### config.mk
export PLATFORM = sky130hd
export DESIGN_NAME = fetch_unit
export DESIGN_NICKNAME = d
export VERILOG_FILES = /design/src/rtl/gigatron_pkg.sv /design/src/rtl/fetch_pc.sv /design/src/rtl/fetch_unit.sv
export SDC_FILE = /design/constraint.sdc
export NUM_CORES = 1
export LEC_CHECK = 0
export CAP_MARGIN = 5
export CORE_MARGIN = 5
export CORE_UTILIZATION = 35
export CTS_CLUSTER_SIZE = 8
export DETAILED_ROUTE_END_ITERATION = 12
export PLACE_DENSITY = 0.67
export SYNTH_ARGS = -nofsm -noshare
export SYNTH_HDL_FRONTEND = slang
export SYNTH_SLANG_ARGS = --single-unit
### constraint.sdc
create_clock -name CLK -period 2.5 [get_ports CLK]
set_input_delay 0.75 -clock CLK [delete_from_list [all_inputs] [get_ports CLK]]
set_output_delay 0.75 -clock CLK [all_outputs]
set_load 0.05 [all_outputs]
### src/rtl/gigatron_pkg.sv
// Shared constants for the Gigatron-style datapath: widths, reset opcode and
// the split of a 16-bit ROM word into opcode and operand bytes.
package gigatron_pkg;

    localparam int PC_W   = 16;
    localparam int BYTE_W = 8;
    localparam int ROM_W  = 16;

    localparam logic [BYTE_W-1:0] NOP_OP = 8'h02;

    localparam int OPC_MSB = 15;
    localparam int OPC_LSB = 8;
    localparam int OPR_MSB = 7;
    localparam int OPR_LSB = 0;

endpackage

### src/rtl/fetch_pc.sv
// Program counter register: increment, near load of the low byte, far load of
// the whole PC, freeze on hold and synchronous reset.
module fetch_pc #(
    parameter int              PC_W     = gigatron_pkg::PC_W,
    parameter logic [PC_W-1:0] RESET_PC = {PC_W{1'b0}}
) (
    input  logic                            clk,
    input  logic                            rst,
    input  logic                            hold,
    input  logic                            pl,
    input  logic                            ph,
    input  logic [gigatron_pkg::BYTE_W-1:0] bus,
    input  logic [gigatron_pkg::BYTE_W-1:0] y,
    output logic [PC_W-1:0]                 next_pc,
    output logic [PC_W-1:0]                 pc
);
    import gigatron_pkg::*;

    logic [PC_W-1:0] pc_r;
    logic [PC_W-1:0] next_pc_s;

    // Branch target selection; a far jump wins over a near branch.
    always_comb begin
        next_pc_s = pc_r + {{(PC_W-1){1'b0}}, 1'b1};
        if (ph) begin
            next_pc_s = PC_W'({y, bus});
        end else if (pl) begin
            next_pc_s = {pc_r[PC_W-1:BYTE_W], bus};
        end else begin
            next_pc_s = pc_r + {{(PC_W-1){1'b0}}, 1'b1};
        end
    end

    // PC register with hold enable.
    always_ff @(posedge clk) begin
        if (rst) begin
            pc_r <= RESET_PC;
        end else if (hold) begin
            pc_r <= pc_r;
        end else begin
            pc_r <= next_pc_s;
        end
    end

    assign next_pc = next_pc_s;
    assign pc      = pc_r;

endmodule

### src/rtl/fetch_unit.sv
// Instruction fetch stage: PC, IR/D/FETCH_PC registers and branch strobes with
// a one-instruction delay slot. Optional breakpoint halt under FETCH_BREAKPOINT_EN.
module fetch_unit #(
    parameter int              PC_W     = gigatron_pkg::PC_W,
    parameter logic [PC_W-1:0] RESET_PC = {PC_W{1'b0}},
    parameter logic [7:0]      NOP_OP   = gigatron_pkg::NOP_OP
) (
    input  logic                           CLK,
    input  logic                           RST,
    input  logic                           HOLD,
    input  logic                           PL,
    input  logic                           PH,
    input  logic [gigatron_pkg::BYTE_W-1:0] BUS,
    input  logic [gigatron_pkg::BYTE_W-1:0] Y,
    input  logic [gigatron_pkg::ROM_W-1:0]  ROM_DATA,
`ifdef FETCH_BREAKPOINT_EN
    input  logic [PC_W-1:0]                BP_ADDR,
    input  logic                           BP_ARM,
    output logic                           HALTED,
`endif
    output logic [PC_W-1:0]                ROM_ADDR,
    output logic [gigatron_pkg::BYTE_W-1:0] IR,
    output logic [gigatron_pkg::BYTE_W-1:0] D,
    output logic [PC_W-1:0]                FETCH_PC
);
    import gigatron_pkg::*;

    logic              hold_s;
    logic [PC_W-1:0]   pc_s;
    logic [PC_W-1:0]   next_pc_unused_s;
    logic [BYTE_W-1:0] ir_r;
    logic [BYTE_W-1:0] d_r;
    logic [PC_W-1:0]   fetch_pc_r;

`ifdef FETCH_BREAKPOINT_EN
    logic halted_r;

    // Halt latches after the fetch at BP_ADDR and stays set until disarmed.
    always_ff @(posedge CLK) begin
        if (RST) begin
            halted_r <= 1'b0;
        end else if (!BP_ARM) begin
            halted_r <= 1'b0;
        end else if (!halted_r && !HOLD && (pc_s == BP_ADDR)) begin
            halted_r <= 1'b1;
        end else begin
            halted_r <= halted_r;
        end
    end

    assign hold_s = HOLD | halted_r;
    assign HALTED = halted_r;
`else
    assign hold_s = HOLD;
`endif

    fetch_pc #(
        .PC_W     (PC_W),
        .RESET_PC (RESET_PC)
    ) u_fetch_pc (
        .clk     (CLK),
        .rst     (RST),
        .hold    (hold_s),
        .pl      (PL),
        .ph      (PH),
        .bus     (BUS),
        .y       (Y),
        .next_pc (next_pc_unused_s),
        .pc      (pc_s)
    );

    // Capture the word at the current PC together with the address it came from.
    always_ff @(posedge CLK) begin
        if (RST) begin
            ir_r       <= NOP_OP;
            d_r        <= 8'h00;
            fetch_pc_r <= RESET_PC;
        end else if (hold_s) begin
            ir_r       <= ir_r;
            d_r        <= d_r;
            fetch_pc_r <= fetch_pc_r;
        end else begin
            ir_r       <= ROM_DATA[OPC_MSB:OPC_LSB];
            d_r        <= ROM_DATA[OPR_MSB:OPR_LSB];
            fetch_pc_r <= pc_s;
        end
    end

    assign ROM_ADDR = pc_s;
    assign IR       = ir_r;
    assign D        = d_r;
    assign FETCH_PC = fetch_pc_r;

endmodule
==> qor.yml, run 1 <==
synth:
  syn_area_per_cell_um2: 8.804
  synth_edf_count: 0
  async_flop_share: 0
  postSynthCellCount: 245
  syn-num-nets: 283
  synth_warnings: 0
  yosysUniqueCellTypes: 39
  ys_ff_latch: 48
  yosysSeqAreaShare: 0.4455
  synth_top_area_frac: 0.4455
  ys.flop_type: "dfxtp_1"
  syn-cell-area_um2: 2157
  ys_top_cells_by_area: "dfxtp_1 45%, mux2i_1 16%, nor2_1 7.0%, o21ai_0 2.8%, nand2_1 2.6%"
  synth_top_area_cell: "dfxtp_1"
timing:
  fmax_ghz: 0.4228
  post-route-period-util: 0.9460
  slew_headroom: 0.6306
  slew_violations: 0
  fin_crit_ns: 2.365
  skew_ns: 0.007180
  timing.final.ws_setup_ns: 0.1349
  rsz0062_at_grt: "false"
  hold_slack_ns: 0.4890
  setup_viol: 0
  worst_pin_slew_ns: 0.5491
  finalHoldViolCount: 0
worst_setup_path:
  crit_cells: 1
  start_kind: "register"
  cp_data_arrival_time_ns: 1.62
  required_ns: 1.75
  slowest_delay_ns: 0.86
  crit_path_top_delay_cell: "clkdlybuf4s50_1"
  end_kind: "primary output"
  cp_cell_sequence: "clkdlybuf4s50_1"
  critPathMaxFanout: 8
  critPathTopFamily: "buffers and inverters"
  r2r_start: "u_fetch_pc.pc[0]"
  worst_r2r_endpoint: "u_fetch_pc.pc[12]"
  crit_buf_inv: 1
  r2r_setup_slack_ns: 0.53
  path_class: "reg2out"
  reg2reg_depth: 5
detailed_routing:
  drtAntennaViolNets: 0
  avgRoutedWirePerCell_um: 15.02
  vias_per_cell: 5.230
  wirelength_mm: 6.127
  drtPass1Iterations: 4
  drt_iter0_drc: 149
  vias: 2134
  route.detailed.drc: 0
cts:
  htreeDepth: 2
  cts_made_buffers: 5
  cts_num_sinks: 48
  insertion_delay_ns: 0.30
  clockBufferDepth: 2
  cts-root-buf: "clkbuf_8"
  cts.reportedPaths.clkPinSlew_ns: 0.09
  cts_hold_buf: 0
  cts_setup_buffers: 0
  cts_tree: "built"
worst_hold_path:
  hold_depth: 2
  hold_path_class: "reg2reg"
  min_to: "IR[1]"
  min_from: "IR[1]"
power_and_ir_drop:
  irDropWorstVdd_v: 0.0002852
  p_int_mw: 1.168
  switchingPower_uw: 531.4
  clock_power_share: 0.260
  power_density_nw_per_um2: 531.1
  combPwrFrac: 0.249
  leakagePower_nw: 1.255
  netSwitchingFraction: 0.3128
  power_mw: 1.699
  seq_power_share: 0.491
final_layout:
  fin_nets: 371
  drive_gt1_frac: 0.07808
  num_antenna_cells: 0
  syn_to_final_growth_pct: 48.32
run:
  maxCapViolCount: 0
grt:
  grt_use_met2: 0.2515
  use_met3: 0.05680
  track_usage: 0.1609
  grt_pass1_vias: 2073
  grt_first_pass_wirelength_mm: 9.984
  grt_max_degree: 27
  top_usage_layer: "met2"
  antenna_found_initial: 0
  grt-ovfl-total: 0
  met1_usage: 0.2117
die:
  rows: 28
  die_area_um2: 7833
  die_width_um: 88.51
  die_h_um: 88.51
  start_util: 0.3622
  num_io_pins: 85
  core_area_um2: 5956
placement:
  gp_congestion: 0.9024
  hpwl_mm: 4.485
  portBuffers: 84
  preCtsSetupSlack_ns: -0.02104
run_status:
  status: "finished clean"
==> power by group through the flow <==
stage	clock (mW)	combinational [mW]	sequential, mW
after global routing	0.496	0.451	0.842
after floorplan	0	0.117	0.983
after global placement	0	0.422	0.851
after detailed placement	0	0.424	0.853
after CTS	0.455	0.426	0.835
final	0.441	0.423	0.835
==> state kept, by name (all words and copies together), names as in the netlist <==
register,cells
FETCH_PC,16
u_fetch_pc.pc,16
D,8
IR,8
==> worst max-delay path by stage <==
stage / from / end / slack [ns]
final: u_fetch_pc.pc[3] / ROM_ADDR[3] / 0.13
after CTS: u_fetch_pc.pc[12] / ROM_ADDR[12] / 0.01
after detailed placement: PL / u_fetch_pc.pc[12] / -0.02
after floorplan: u_fetch_pc.pc[0] / u_fetch_pc.pc[12] / 0.29
after global placement: PH / u_fetch_pc.pc[12] / 0.004
after global routing: u_fetch_pc.pc[3] / ROM_ADDR[3] / 0.04
==> synth_stat cells, types with 4 or more instances <==
cell      instances
dfxtp_1          48
nor2_1           40
mux2i_1          35
nand2_1          15
o21ai_0          12
a21oi_1          11
clkbuf_1         11
nand3_1           6
nor4_1            6
nor3_1            5
a22oi_1           4
a311oi_1          4
inv_1             4
==> cell usage in the layout, fill, tap and decap left out, types with 6 or more instances in the layout <==
cell type	instances
nand2_1	15
o21ai_0	12
nand3_1	6
buf_4	14
nor4_1	6
a21oi_1	11
clkdlybuf4s50_1	81
mux2i_1	35
dfxtp_1	48
nor2_1	40
==> cell families (layout without fill, tap and decap cells) <==
family | Yosys count | count (layout) | synth area share
compound gates | 49 | 49 | 0.1491
flops | 48 | 48 | 0.4455
mux | 35 | 35 | 0.1624
fa+ha+maj | 1 | 1 | 0.005800
simple gates | 91 | 91 | 0.1990
buf+inv | 21 | 109 | 0.03828
==> stage by stage <==
step,util,area [um2],std cells,TNS (ns)
floorplan,-,2157,245,0
global placement,0.5237,3119,401,0
detailed placement,0.5237,3119,401,-0.02104
CTS,0.5368,3197,408,0
global route,0.5372,3199,408,0
finish,0.5372,3199,408,0
==> repair_timing <==
action                                  CTS  global route
endpoints found under the setup margin    0             1
hold endpoints to repair                  0             0
gates resized for setup                   0             1
==> routing by layer <==
layer,up-vias,share of wire
met3,7,0.098
met5,-,0
li1,1056,-
met2,71,0.44
met1,1000,0.45
met4,0,0.0078
==> final cells by class <==
class	instances	area, um2
fillers	600	2756
multi-input cells	176	1114
flip-flops and latches	48	960.9
repair buffers	98	938.4
well taps	75	93.84
clock buffers	6	72.57
inverters	4	15.01
clock inverters	1	5.005
Power figures use the tool's default switching activity.
==> inputs of run 2 (changes only) <==
--- a/config.mk
+++ b/config.mk
@@ -7,10 +7,10 @@
 export LEC_CHECK = 0
 export CAP_MARGIN = 5
 export CORE_MARGIN = 5
-export CORE_UTILIZATION = 35
+export CORE_UTILIZATION = 39
 export CTS_CLUSTER_SIZE = 8
 export DETAILED_ROUTE_END_ITERATION = 12
-export PLACE_DENSITY = 0.67
+export PLACE_DENSITY = 0.76
 export SYNTH_ARGS = -nofsm -noshare
 export SYNTH_HDL_FRONTEND = slang
 export SYNTH_SLANG_ARGS = --single-unit
==> constraint.sdc (replaced) <==
create_clock -name CLK -period 2.1 [get_ports CLK]
set_input_delay 0.63 -clock CLK [delete_from_list [all_inputs] [get_ports CLK]]
set_output_delay 0.63 -clock CLK [all_outputs]
set_load 0.05 [all_outputs]
==> qor.yml, run 2 (synthesis gave the netlist of run 1 again) <==
worst_setup_path:
  end_kind: "primary output"
  critPathTopFamily: "buffers and inverters"
  crit_path_top_delay_cell: "clkdlybuf4s50_1"
  crit_buf_inv: 1  # unchanged
  crit_cells: 1  # unchanged
  critPathMaxFanout: 2  # -6
  reg2reg_depth: 5  # unchanged
  cp_cell_sequence: "clkdlybuf4s50_1"
  r2r_start: "u_fetch_pc.pc[0]"
  r2r_setup_slack_ns: 0.30  # -0.23 ns
  slowest_delay_ns: 0.80  # -0.06 ns
  required_ns: 1.47  # -0.28 ns
  start_kind: "register"
  cp_data_arrival_time_ns: 1.42  # -0.20 ns
  worst_r2r_endpoint: "u_fetch_pc.pc[12]"
  path_class: "reg2out"
detailed_routing:
  route.detailed.drc: 0  # unchanged
  drtAntennaViolNets: 0  # unchanged
  drtPass1Iterations: 5  # +1
  vias_per_cell: 5.172  # -1.1%
  vias: 2105  # -1.4%
  avgRoutedWirePerCell_um: 14.40  # -4.1%
  drt_iter0_drc: 127  # -15%
  wirelength_mm: 5.859  # -4.4%
grt:
  grt-ovfl-total: 0  # unchanged
  use_met3: 0.06575  # +0.008954
  track_usage: 0.1629  # +0.001954
  grt_use_met2: 0.2604  # +0.008872
  antenna_found_initial: 0  # unchanged
  met1_usage: 0.2064  # -0.005333
  grt_first_pass_wirelength_mm: 9.597  # -3.9%
  top_usage_layer: "met2"
  grt_pass1_vias: 2034  # -1.9%
  grt_max_degree: 38  # +41%
die:
  rows: 27  # -3.6%
  core_area_um2: 5439  # -8.7%
  die_area_um2: 7118  # -9.1%
  die_h_um: 84.37  # -4.7%
  num_io_pins: 85  # unchanged
  start_util: 0.3966  # +0.03441
  die_width_um: 84.37  # -4.7%
final_layout:
  num_antenna_cells: 0  # unchanged
  mostFrequentLayoutCells: "55 x buf_4, 46 x dfxtp_1, 40 x nor2_1"
  fin_nets: 372  # +0.27%
  fin_util: 0.5836  # +0.04644
  drive_gt1_frac: 0.2149  # +0.1368
  fin_area_um2: 3174  # -0.78%
  instances_no_fill: 407  # -0.25%
  syn_to_final_growth_pct: 47.16
  final_common_cell: "buf_4"
cts:
  cts_tree: "built"
  clockBufferDepth: 2  # unchanged
  htreeDepth: 2  # unchanged
  cts.reportedPaths.clkPinSlew_ns: 0.09  # about the same
  insertion_delay_ns: 0.30  # about the same
  cts_setup_buffers: 0  # unchanged
  cts-root-buf: "clkbuf_8"
  cts_made_buffers: 5  # unchanged
  cts_num_sinks: 48  # unchanged
timing:
  fmax_ghz: 0.4870
  slew_violations: 0  # unchanged
  fin_tns_setup_ns: 0  # unchanged
  skew_ns: 0.005544  # -0.001636 ns
  hold_slack_ns: 0.4852  # -0.003806 ns
  rsz0062_at_grt: "false"
  worst_pin_slew_ns: 0.5240  # -0.02511 ns
  fin_crit_ns: 2.053
  post-route-period-util: 0.9778
  setup_viol: 0  # unchanged
  slew_headroom: 0.6475  # +0.01690
  timing.final.ws_setup_ns: 0.04669  # -0.08822 ns
  finalHoldViolCount: 0  # unchanged
placement:
  placed_cells: 399  # -0.50%
  gp_congestion: 0.8340  # -7.6%
  hpwl_mm: 4.208  # -6.2%
  portBuffers: 84  # unchanged
  place_area_um2: 3035  # -2.7%
  preCtsSetupSlack_ns: -0.3005  # -0.2795 ns
run:
  maxCapViolCount: 0  # unchanged
worst_hold_path:
  min_to: "IR[1]"
  min_from: "IR[1]"
  hold_path_class: "reg2reg"
  hold_depth: 2  # unchanged
run_status:
  status: "finished clean"
power_and_ir_drop:
  power_density_nw_per_um2: 693.7  # +31%
  leakagePower_nw: 1.419  # +13%
  irDropWorstVdd_v: 0.0004328  # +52%
  power_mw: 2.202  # +30%
[run 2: cell count changes in the layout (fill, tap and decap cells not counted)]
cell             previous run  this run
bufinv_16                   0         1
clkbuf_1                    1         0
dlymetal6s2s_1              1         5
clkbuf_8                    5         7
clkinv_2                    1         0
dfxtp_1                    48        46
buf_12                      0         1
dfxtp_2                     0         2
buf_4                      14        55
clkdlybuf4s50_1            81        36
[run 2: where the power goes]
part           internal, mW  total, mW  switching (mW)  leakage [nW]
combinational         0.193      0.480           0.287         0.960
sequential            0.956       1.00          0.0450         0.394
clock                 0.420      0.721           0.300        0.0645
total                  1.57       2.20           0.633          1.42
[run 2: how the worst max path moves through the flow]
| stage | slack, ns | startpoint | to |
|---|---|---|---|
| after floorplan | 0.08 | u_fetch_pc.pc[3] | u_fetch_pc.pc[12] |
| after global placement | -0.27 | PH | u_fetch_pc.pc[12] |
| after detailed placement | -0.30 | PH | u_fetch_pc.pc[12] |
| after CTS | 0.01 | IR[6] | IR[6] |
| after global routing | 0.005 | PL | u_fetch_pc.pc[12] |
| final | 0.05 | FETCH_PC[5] | FETCH_PC[5] |
[run 2: cell type report]
cell class / count / area (um2)
inverter: 4 / 15.01
tap: 72 / 90.09
multi-input combinational: 176 / 1114
fill: 477 / 2265
timing repair buffer: 99 / 865.8
clock buffer: 7 / 96.34
clock inverter: 1 / 30.03
sequential: 48 / 963.4
[run 2: per-layer routing]
layer | vias to the layer above | part of all wire
met5 | - | 0
met4 | 0 | 0.0094
met3 | 7 | 0.099
met2 | 92 | 0.45
met1 | 949 | 0.44
li1 | 1057 | -
[run 2: what timing repair did]
action	CTS	global route
hold buffers	0	0
endpoints found under the hold margin	0	0
gates resized for setup	0	5
endpoints found under the setup margin	0	5
==> inputs of run 3 (changes only) <==
--- a/config.mk
+++ b/config.mk
@@ -7,10 +7,11 @@
 export LEC_CHECK = 0
 export CAP_MARGIN = 5
 export CORE_MARGIN = 5
-export CORE_UTILIZATION = 39
+export CORE_UTILIZATION = 43
 export CTS_CLUSTER_SIZE = 8
 export DETAILED_ROUTE_END_ITERATION = 12
-export PLACE_DENSITY = 0.76
+export PLACE_DENSITY = 0.79
+export REMOVE_ABC_BUFFERS = 1
 export SYNTH_ARGS = -nofsm -noshare
 export SYNTH_HDL_FRONTEND = slang
 export SYNTH_SLANG_ARGS = --single-unit
==> constraint.sdc (replaced) <==
create_clock -name CLK -period 2.13 [get_ports CLK]
set_input_delay 0.639 -clock CLK [delete_from_list [all_inputs] [get_ports CLK]]
set_output_delay 0.639 -clock CLK [all_outputs]
set_load 0.05 [all_outputs]
==> qor.yml, run 3 (synthesis gave the netlist of run 1 again) <==
run_status:
  status: "finished clean"
detailed_routing:
  vias_per_cell: 5.357  # +3.6%
  drtAntennaViolNets: 0  # unchanged
  drt_iter0_drc: 235  # +85%
  route.detailed.drc: 0  # unchanged
  avgRoutedWirePerCell_um: 14.62  # +1.5%
  wirelength_mm: 5.935  # +1.3%
  drtPass1Iterations: 4  # -1
  vias: 2175  # +3.3%
worst_setup_path:
  crit_path_top_delay_cell: "clkdlybuf4s50_1"
  slowest_delay_ns: 0.80  # about the same
  path_class: "reg2out"
  critPathTopFamily: "buffers and inverters"
  r2r_start: "u_fetch_pc.pc[6]"
  crit_buf_inv: 1  # unchanged
  required_ns: 1.49  # +0.02 ns
  start_kind: "register"
  cp_cell_sequence: "clkdlybuf4s50_1"
  critPathMaxFanout: 2  # unchanged
  cp_data_arrival_time_ns: 1.44  # +0.02 ns
  cp-startpoint: "FETCH_PC[1]"
  end_kind: "primary output"
timing:
  slew_violations: 0  # unchanged
  finalHoldViolCount: 0  # unchanged
  rsz0062_at_grt: "false"
  post-route-period-util: 0.9747
  setup_viol: 0  # unchanged
  fmax_ghz: 0.4817
  slew_headroom: 0.6562  # +0.008781
  timing.final.ws_setup_ns: 0.05390  # +0.007208 ns
  worst_pin_slew_ns: 0.5148  # -0.009183 ns
  skew_ns: 0.008677  # +0.003133 ns
  fin_crit_ns: 2.076
cts:
  clockBufferDepth: 2  # unchanged
  cts_hold_buf: 0  # unchanged
  cts_tree: "built"
  cts_made_buffers: 5  # unchanged
  cts_setup_buffers: 0  # unchanged
  cts_num_sinks: 48  # unchanged
  htreeDepth: 2  # unchanged
  insertion_delay_ns: 0.30  # about the same
  cts-root-buf: "clkbuf_8"
  cts.reportedPaths.clkPinSlew_ns: 0.09  # about the same
die:
  die_area_um2: 6533  # -8.2%
  die_h_um: 80.83  # -4.2%
  rows: 25  # -7.4%
  num_io_pins: 85  # unchanged
  start_util: 0.4507  # +0.05412
  die_width_um: 80.83  # -4.2%
  core_area_um2: 4786  # -12%
grt:
  grt_first_pass_wirelength_mm: 9.528  # -0.72%
  track_usage: 0.1895  # +0.02660
  grt-ovfl-total: 0  # unchanged
  grt_max_degree: 30  # -21%
  antenna_found_initial: 0  # unchanged
  grt_pass1_vias: 2097  # +3.1%
placement:
  hpwl_mm: 4.387  # +4.3%
  gp_congestion: 0.8896  # +6.7%
  preCtsSetupSlack_ns: -0.3177  # -0.01724 ns
  portBuffers: 84  # unchanged
power_and_ir_drop:
  power_density_nw_per_um2: 620.0  # -11%
  power_mw: 1.987  # -9.7%
  leakagePower_nw: 1.528  # +7.7%
  irDropWorstVdd_v: 0.0004246  # -1.9%
final_layout:
  syn_to_final_growth_pct: 48.61
  mostFrequentLayoutCells: "48 x dfxtp_1, 47 x buf_4, 40 x nor2_1, 40 x clkdlybuf4s50_1, 35 x mux2i_1"
  fin_nets: 377  # +1.3%
  fill_cells: 412  # -14%
  num_antenna_cells: 0  # unchanged
  drive_gt1_frac: 0.1770  # -0.03793
  regArea_um2: 960.9  # -0.26%
  final_common_cell: "dfxtp_1"
  multi_input_area_um2: 1114  # unchanged
worst_hold_path:
  hold_path_class: "reg2reg"
  min_from: "FETCH_PC[8]"
run:
  maxCapViolCount: 0  # unchanged
-- run 3: path summary, 6_finish.rpt --
| kind | end | slack (ns) | cells past startpoint |
|---|---|---|---|
| max | FETCH_PC[1] | 0.05 | 1 |
| min | FETCH_PC[8] | 0.50 | 2 |
| max reg2reg | u_fetch_pc.pc[12] | 0.26 | 4 |
| min reg2reg | FETCH_PC[8] | 0.50 | 2 |
-- run 3: area by class of cell --
cell class,count,share of cell area
multi-input combinational,176,0.3474
sequential,48,0.2998
timing repair buffer,104,0.2966
tap,67,0.02615
clock buffer,5,0.02147
inverter,4,0.004684
clock inverter,2,0.003903
-- run 3: through the flow --
stage / TNS [ns] / instances / hold WS (ns) / cell area [um2] / util
6_report: 0 / 406 / 0.4959 / 3206 / 0.6698
4_1_cts: 0 / 406 / 0.5052 / 3168 / 0.6620
5_1_grt: 0 / 406 / 0.5216 / 3206 / 0.6698
3_5_place_dp: -0.6901 / 399 / 0.4856 / 3087 / 0.6450
3_3_place_gp: -0.4672 / 399 / 0.4550 / 3087 / 0.6450
2_1_floorplan: -0.08265 / 228 / 0.7081 / 2090 / -
-- run 3: repair_timing --
item,CTS,global route
hold endpoints to repair,0,0
gates resized for setup,0,15
setup endpoints to repair,1,14
pin swaps,1,1
-- run 3: routing by layer --
metal,share of wire,vias up,track usage
li1,-,1069,-
met2,0.45,99,0.2923
met1,0.39,993,0.2138
met5,0,-,0
met3,0.13,14,0.1020
met4,0.024,0,0.08953
-- run 3: where the power goes --
part           switching, mW  internal [mW]  total, mW
Sequential            0.0380          0.942      0.980
Combinational          0.291          0.199      0.490
Clock                  0.295          0.223      0.518
Total                  0.624           1.36       1.99
-- run 3: worst min-delay path, stage by stage, from the launching register on --
cell and delay (ns):
dfxtp_1 0.33, mux2i_1 0.07, nor2_1 0.07
